===== config.mk =====
export PLATFORM = sky130hd
export DESIGN_NAME = pong_sprite_renderer
export DESIGN_NICKNAME = d
export VERILOG_FILES = /design/src/rtl/pong_pkg.sv /design/src/rtl/pong_flash_timer.sv /design/src/rtl/pong_sprite_renderer.sv
export SDC_FILE = /design/constraint.sdc
export NUM_CORES = 1
export LEC_CHECK = 0
export CORE_ASPECT_RATIO = 1.5
export CORE_UTILIZATION = 40
export CTS_CLUSTER_SIZE = 8
export DETAILED_ROUTE_END_ITERATION = 10
export REMOVE_ABC_BUFFERS = 1
export SETUP_SLACK_MARGIN = 0.02
export SLEW_MARGIN = 40
export SYNTH_ARGS = -nofsm -noshare
export SYNTH_HDL_FRONTEND = slang
export SYNTH_SLANG_ARGS = --single-unit

===== constraint.sdc =====
create_clock -name clk -period 4.2 [get_ports clk]
set_input_delay 0.84 -clock clk [delete_from_list [all_inputs] [get_ports clk]]
set_output_delay 0.84 -clock clk [all_outputs]
set_load 0.05 [all_outputs]

===== src/rtl/pong_pkg.sv =====
// Shared definitions for the pong renderer: default geometry, colour
// selections and the constant-width helper used to size counters.
package pong_pkg;

  localparam int DEF_XW           = 10;
  localparam int DEF_CW           = 4;
  localparam int DEF_H_ACTIVE     = 640;
  localparam int DEF_V_ACTIVE     = 480;
  localparam int DEF_PAD_W        = 10;
  localparam int DEF_PAD_H        = 80;
  localparam int DEF_BALL_SZ      = 10;
  localparam int DEF_BORDER       = 8;
  localparam int DEF_FLASH_FRAMES = 15;

  // Named colours; the channel encoding for a given CW is built by the renderer.
  typedef enum logic [1:0] {
    COL_BLACK,
    COL_GREY,
    COL_WHITE,
    COL_RED
  } colour_e;

  // Bits needed to hold values 0..value-1 (minimum 1).
  function automatic int clog2(input int value);
    int w;
    w = 1;
    while ((64'd1 << w) < 64'(value)) w++;
    return w;
  endfunction

endpackage


===== src/rtl/pong_flash_timer.sv =====
// Frame-based ball flash timer: loads on a hit, counts frames down, and
// reports activity while the count is nonzero.
module pong_flash_timer
  import pong_pkg::*;
#(
  parameter int FLASH_FRAMES = DEF_FLASH_FRAMES
) (
  input  logic clk,
  input  logic rst,
  input  logic load,
  input  logic tick,
  output logic active
);

  localparam int             FW       = clog2(FLASH_FRAMES + 1);
  localparam logic [FW-1:0]  LOAD_VAL = FW'(FLASH_FRAMES);

  logic [FW-1:0] count_q, count_d;

  // NOTE: every always_comb output gets a default first so no path leaves it unassigned (no latch).
  always_comb begin
    count_d = count_q;
    if (load) begin
      count_d = LOAD_VAL;               // a new hit restarts the flash, even mid-count
    end else if (tick && (count_q != '0)) begin
      count_d = count_q - 1'b1;
    end
  end

  // NOTE: state registers use non-blocking assignments so all flops update together at the edge.
  always_ff @(posedge clk or posedge rst) begin
    if (rst) count_q <= '0;
    else     count_q <= count_d;
  end

  assign active = (count_q != '0);

endmodule


===== src/rtl/pong_sprite_renderer.sv =====
// Two-stage pong renderer: frame-latched positions, hit tests in stage 1,
// prioritised colour selection in stage 2.
module pong_sprite_renderer
  import pong_pkg::*;
#(
  parameter int XW           = DEF_XW,
  parameter int CW           = DEF_CW,
  parameter int H_ACTIVE     = DEF_H_ACTIVE,
  parameter int V_ACTIVE     = DEF_V_ACTIVE,
  parameter int PAD_W        = DEF_PAD_W,
  parameter int PAD_H        = DEF_PAD_H,
  parameter int BALL_SZ      = DEF_BALL_SZ,
  parameter int BORDER       = DEF_BORDER,
  parameter int FLASH_FRAMES = DEF_FLASH_FRAMES
) (
  input  logic          clk,
  input  logic          rst,
  input  logic          frame_pulse,
  input  logic          pxl_en,
  input  logic [XW-1:0] x,
  input  logic [XW-1:0] y,
  input  logic [XW-1:0] p1_y,
  input  logic [XW-1:0] p2_y,
  input  logic [XW-1:0] ball_x,
  input  logic [XW-1:0] ball_y,
  input  logic          hit_flash,
  output logic [CW-1:0] r,
  output logic [CW-1:0] g,
  output logic [CW-1:0] b,
  output logic          de
);

  // One extra bit so start+size never wraps.
  localparam int SW = XW + 1;
  typedef logic [SW-1:0] ext_t;

  localparam ext_t PAD_MAX   = SW'(V_ACTIVE - PAD_H);
  localparam ext_t BX_MAX    = SW'(H_ACTIVE - BALL_SZ);
  localparam ext_t BY_MAX    = SW'(V_ACTIVE - BALL_SZ);
  localparam ext_t PAD_W_E   = SW'(PAD_W);
  localparam ext_t PAD_H_E   = SW'(PAD_H);
  localparam ext_t BALL_E    = SW'(BALL_SZ);
  localparam ext_t RPAD_X_E  = SW'(H_ACTIVE - PAD_W);
  localparam ext_t BORDER_E  = SW'(BORDER);
  localparam ext_t BOT_WALL  = SW'(V_ACTIVE - BORDER);

  localparam logic [CW-1:0] CH_ONES = '1;
  localparam logic [CW-1:0] CH_MSB  = CW'(1) << (CW - 1);

  typedef struct packed {
    logic [XW-1:0] p1;
    logic [XW-1:0] p2;
    logic [XW-1:0] bx;
    logic [XW-1:0] by;
  } pos_t;

  typedef struct packed {
    logic en;
    logic ball;
    logic pad;
    logic wall;
  } hit_t;

  function automatic logic [XW-1:0] clamp(input logic [XW-1:0] v, input ext_t max);
    return ({1'b0, v} > max) ? max[XW-1:0] : v;
  endfunction

  pos_t          pos_q, pos_d;
  hit_t          hit_q, hit_d;
  logic [CW-1:0] r_q, r_d, g_q, g_d, b_q, b_d;
  logic          de_q, de_d;
  logic          flashing;
  colour_e       colour;

  pong_flash_timer #(.FLASH_FRAMES(FLASH_FRAMES)) u_flash (
    .clk    (clk),
    .rst    (rst),
    .load   (hit_flash),
    .tick   (frame_pulse),
    .active (flashing)
  );

  always_comb begin
    pos_d = pos_q;
    if (frame_pulse) begin
      pos_d.p1 = clamp(p1_y,   PAD_MAX);
      pos_d.p2 = clamp(p2_y,   PAD_MAX);
      pos_d.bx = clamp(ball_x, BX_MAX);
      pos_d.by = clamp(ball_y, BY_MAX);
    end
  end

  // Stage 1 reads the registered shadows, so a frame_pulse only affects later pixels.
  always_comb begin
    ext_t xe, ye, p1e, p2e, bxe, bye;
    xe  = {1'b0, x};
    ye  = {1'b0, y};
    p1e = {1'b0, pos_q.p1};
    p2e = {1'b0, pos_q.p2};
    bxe = {1'b0, pos_q.bx};
    bye = {1'b0, pos_q.by};
    hit_d.en   = pxl_en;
    hit_d.pad  = ((xe < PAD_W_E)   && (ye >= p1e) && (ye < p1e + PAD_H_E)) ||
                 ((xe >= RPAD_X_E) && (ye >= p2e) && (ye < p2e + PAD_H_E));
    hit_d.ball = (xe >= bxe) && (xe < bxe + BALL_E) &&
                 (ye >= bye) && (ye < bye + BALL_E);
    hit_d.wall = (BORDER != 0) && ((ye < BORDER_E) || (ye >= BOT_WALL));
  end

  always_comb begin
    colour = COL_BLACK;
    if      (hit_q.ball) colour = flashing ? COL_RED : COL_WHITE;
    else if (hit_q.pad)  colour = COL_WHITE;
    else if (hit_q.wall) colour = COL_GREY;

    r_d  = '0;
    g_d  = '0;
    b_d  = '0;
    de_d = hit_q.en;
    if (hit_q.en) begin
      unique case (colour)
        COL_WHITE: begin r_d = CH_ONES; g_d = CH_ONES; b_d = CH_ONES; end
        COL_GREY:  begin r_d = CH_MSB;  g_d = CH_MSB;  b_d = CH_MSB;  end
        COL_RED:   r_d = CH_ONES;
        default:   ;
      endcase
    end
  end

  always_ff @(posedge clk or posedge rst) begin
    if (rst) begin
      pos_q <= '0;
      hit_q <= '0;
      r_q   <= '0;
      g_q   <= '0;
      b_q   <= '0;
      de_q  <= 1'b0;
    end else begin
      pos_q <= pos_d;
      hit_q <= hit_d;
      r_q   <= r_d;
      g_q   <= g_d;
      b_q   <= b_d;
      de_q  <= de_d;
    end
  end

  assign r  = r_q;
  assign g  = g_q;
  assign b  = b_q;
  assign de = de_q;

endmodule


Word-level counts from Yosys, hierarchy flattened
Cells that the tools add are included.

word-level totals
  register bits after elaboration = 57
  input port bits = 65

operators by class
  equal/unequal tests = 3
  add/subtract/negate cells = 5
  mux-type cells = 14
  reductions and logical operators = 13
  magnitude comparators = 16

operators by type and width
  kind                                                                count
  less-than comparator 10 x 11 -> 1 bit                               4
  greater-or-equal comparator 10 bit                                  4
  two-way mux 10 bit                                                  4
  > comparator 10 x 9 -> 1 bit, second input constant                 3
  adder 10 x 4 -> 11 bit, second input constant                       2
  adder 10 x 7 -> 11 bit, second input constant                       2
  less-than comparator 10 x 4 -> 1 bit, second input constant         2
  two-way mux 4 bit                                                   4
  one-hot mux 4 bit (2 select lines)                                  2
  greater-or-equal comparator 10 bit, second input constant           1
  greater-or-equal comparator 10 x 9 -> 1 bit, second input constant  1
  > comparator 10 bit, second input constant                          1
  logical AND 1 bit                                                   8
  == test 2 bit, second input constant                                2
  two-way mux 2 bit                                                   2
  nonzero test 4 bit                                                  1
  subtractor 4 x 1 -> 4 bit, second input constant                    1
  == test 2 x 1 -> 1 bit, second input constant                       1
  logical OR 1 bit                                                    2
  two-way mux 1 bit                                                   2
  nonzero test 2 bit                                                  1
  OR reduction 2 bit                                                  1

Depth between registers and ports, before layout
  word-level depth = 7
  depth in mapped cells = 10

By module
From an unflattened synthesis, not the netlist that was laid out.

unflattened totals
  cells, all modules = 466
  area total of the unflattened synthesis = 4196.5 sq um

modules (own cells, without submodules)
  module                area each (sq um)  cells each  times used
  pong_sprite_renderer  3971.3             443         1
  pong_flash_timer      225.2              23          1

Least setup slack after synthesis
Ideal clock, no wire load.

  path kind = register to register
  from = register pos_q[11] (netlist bit)
  to = register hit_q[2] (netlist bit)
  setup time = 66 ps
  stages on the path, launching flop included = 11
  data arrival time = 2160 ps
  setup slack = 1975 ps
  period minus slack after synthesis = 2225 ps
  cells stage by stage = dfrtp_1 ha_1 o21ai_0 or3_1 xnor2_1 ha_1 a21o_1 a21oi_1 a31oi_1 a2111oi_0 o211a_1

RTL lines
  element                   RTL line                     text
  start: declaration        pong_sprite_renderer.sv:68   pos_t pos_q, pos_d;
  start signal: assignment  pong_sprite_renderer.sv:139  pos_q <= pos_d;
  end signal: assignment    pong_sprite_renderer.sv:140  hit_q <= hit_d;
  end: declaration          pong_sprite_renderer.sv:69   hit_t hit_q, hit_d;

==> flow_summary.ini <==
[status]
status = finished clean

[pwr]
ir_drop_v = 0.000167
clock_power_share = 0.279
combPwrFrac = 0.341
pwr_density_cell_mw_per_mm2 = 294
intPower_w = 0.00101
power_frac_seq = 0.380
p_leak_nw = 2.34
p_switching_w = 0.000512
finalPower_w = 0.00152
p_sw_frac = 0.336

[grt]
grt_max_degree = 34
grt_pass1_wl_mm = 16.5
grt_pass1_vias = 3663
grt_usage = 0.191
grt_antenna_before_repair = 0
grt-ovfl-total = 0

[clock_network]
clockRootBuffer = clkbuf_16
h-tree-depth = 2
cts_tree = built
cts_setup_buffers = 0
ctsHoldBuffers = 0
cts.sinks = 53
clk_latency_ns = 0.30
path_clk_slew_ns = 0.08
clockBufferDepth = 2
cts_resized = 0
cts_buffers = 5

[setup_path]
crit_chain = clkdlybuf4s50_1, ha_1, o2111ai_1, o21ai_0, a21oi_1, a2111oi_0, o211a_1
r2r_slack_ns = 1.71
crit_start = y[5]
cp_top_family = compound AO/OA/AOI/OAI gates
end_kind = register
crit_buf_inv = 1
slowest_delay_ns = 0.60
timing.critical_path.fanout_max = 8
r2r_start = pos_q[11]
cp-start-kind = primary input
cpMaxStageDelayCell = clkdlybuf4s50_1
path_class = in2reg
cp.required_ns = 4.44
arrival_ns = 2.95

[die]
io_pins = 78
dieHeight_um = 127
die-area_mm2 = 0.0109
die_x_um = 85.6
start_util = 0.414
rows = 45
core-area_mm2 = 0.0101

[timing]
finalSetupViolCount = 0
slew_headroom = 0.530
final_hold_viol_count = 0
grt_setup_unrepaired = false
period_minus_slack_ns = 2.72
clock_skew_ns = 0.0101
drv_slew = 0
max_freq_ghz = 0.368
setup_tns_ns = 0
min_period_over_period = 0.647
tightestPinTransition_ns = 0.704

[logic_synthesis]
synthAdderAreaFrac = 0.233
synth_compound_area_frac = 0.203
synth.avg_cell_area_um2 = 8.94
ys_warn_count = 0
synth-seq-cells = 53
syn_area_mm2 = 0.00419
muxShareOfSynthArea = 0
synth_edf_count = 0
synth_top_family_by_area = adder cells
seq_area_frac_synth = 0.316
synthXorXnorAreaFrac = 0.0501
synth_cells = 469
yosysUniqueCellTypes = 42
synth-simple-area-share = 0.128
ys_async_sr_fraction = 1.00
synthFlopType = dfrtp_1

[placement]
routabilityCongestion = 0.814
port_buffers = 77
dp_hpwl_mm = 8.00

[routing]
totalWireLength_mm = 9.74
dr.pass1.iters = 4
wire_per_inst_um = 14.8
routed_via_density = 5.41
drc = 0
vias = 3569
drtAntennaViolNets = 0
drtIter0Drc = 128

[final_layout]
syn_to_final_growth_pct = 23.9
antenna_cells = 0
nets = 685
drive_above_1_share = 0.0313

[min_path]
worstHoldStart = de_d
hp-class = reg2reg

[flow_run]
cap_violations = 0
[cell usage in the layout (no fill, tap or decap), types with 10 or more instances in the layout]
master           count
clkdlybuf4s50_1     77
nand2_1             26
nand3_1             14
dfrtp_1             53
xnor2_1             20
nor3_1              12
o22a_1              10
nor2_1              22
o21ai_0             50
inv_1               54
ha_1                78
a21oi_1             27
[worst paths after layout]
check,endpoint,depth (start not counted)
min in group asynchronous,de,2
hold / removal,de,0
max in group asynchronous,pos_q[0],3
setup reg to reg,hit_q[2],10
hold reg to reg,de,0
setup / recovery,hit_q[2],7
[registers in the layout, summed over array words and instances (netlist names)]
register         cells
b                    2
u_flash.count_q      4
hit_q                3
pos_q               40
r                    2
de                   1
de_d                 1
[cell usage after synthesis (6+ instances only)]
cell | instances | area (um^2)
ha_1 | 78 | 976
inv_1 | 55 | 206
dfrtp_1 | 53 | 1330
o21ai_0 | 50 | 250
a21oi_1 | 27 | 135
nand2_1 | 26 | 97.6
nor2_1 | 22 | 82.6
xnor2_1 | 20 | 175
nand3_1 | 14 | 70.1
nor3_1 | 12 | 60.1
o22a_1 | 10 | 87.6
a31oi_1 | 8 | 50.1
buf_4 | 8 | 60.1
nand2b_1 | 8 | 50.1
nor2b_1 | 8 | 50.1
nor4_1 | 8 | 50.1
o21a_1 | 6 | 45.0
[cell type report]
class | instances | area, um^2
clock buffers | 5 | 125
clock inverters | 3 | 21.3
fillers | 989 | 4940
inverters | 55 | 206
multi-input cells | 347 | 2570
flip-flops and latches | 53 | 1330
well taps | 117 | 146
repair buffers | 80 | 793
[per-layer routing]
layer | vias to the layer above | global-route usage | routed length (um)
met5 | - | 0 | 0
met4 | 0 | 0.0696 | 223
met3 | 17 | 0.0278 | 214
met2 | 47 | 0.362 | 5240
met1 | 1694 | 0.212 | 4060
li1 | 1811 | - | -
[stage by stage]
| step | setup WS, ns | hold WS, ns | instance area [um^2] | std cells | utilization |
|---|---|---|---|---|---|
| 2_1_floorplan | 1.29 | 0.385 | 4110 | 455 | - |
| 3_3_place_gp | 1.22 | 0.422 | 5050 | 652 | 0.498 |
| 3_5_place_dp | 1.18 | 0.427 | 5050 | 652 | 0.498 |
| 4_1_cts | 1.47 | 0.450 | 5190 | 660 | 0.512 |
| 5_1_grt | 1.41 | 0.461 | 5190 | 660 | 0.512 |
| 6_report | 1.48 | 0.442 | 5190 | 660 | 0.512 |
[power by group through the flow]
stage	Combinational [W]	Sequential (W)	Clock, W
final	0.000519	0.000579	0.000425
after global routing	0.000594	0.000585	0.000452
after CTS	0.000526	0.000580	0.000438
after detailed placement	0.000523	0.000590	0
after global placement	0.000512	0.000588	0
after floorplan	0.000298	0.000620	0
[cell families (layout without fill, tap and decap cells)]
family	count (synthesis)	count (layout)
xor+xnor	24	24
fa+ha+maj	78	78
flops	53	53
buf+inv	69	143
compound gates	136	136
simple gates	109	109
No activity file was read; power rests on OpenSTA's default activity.
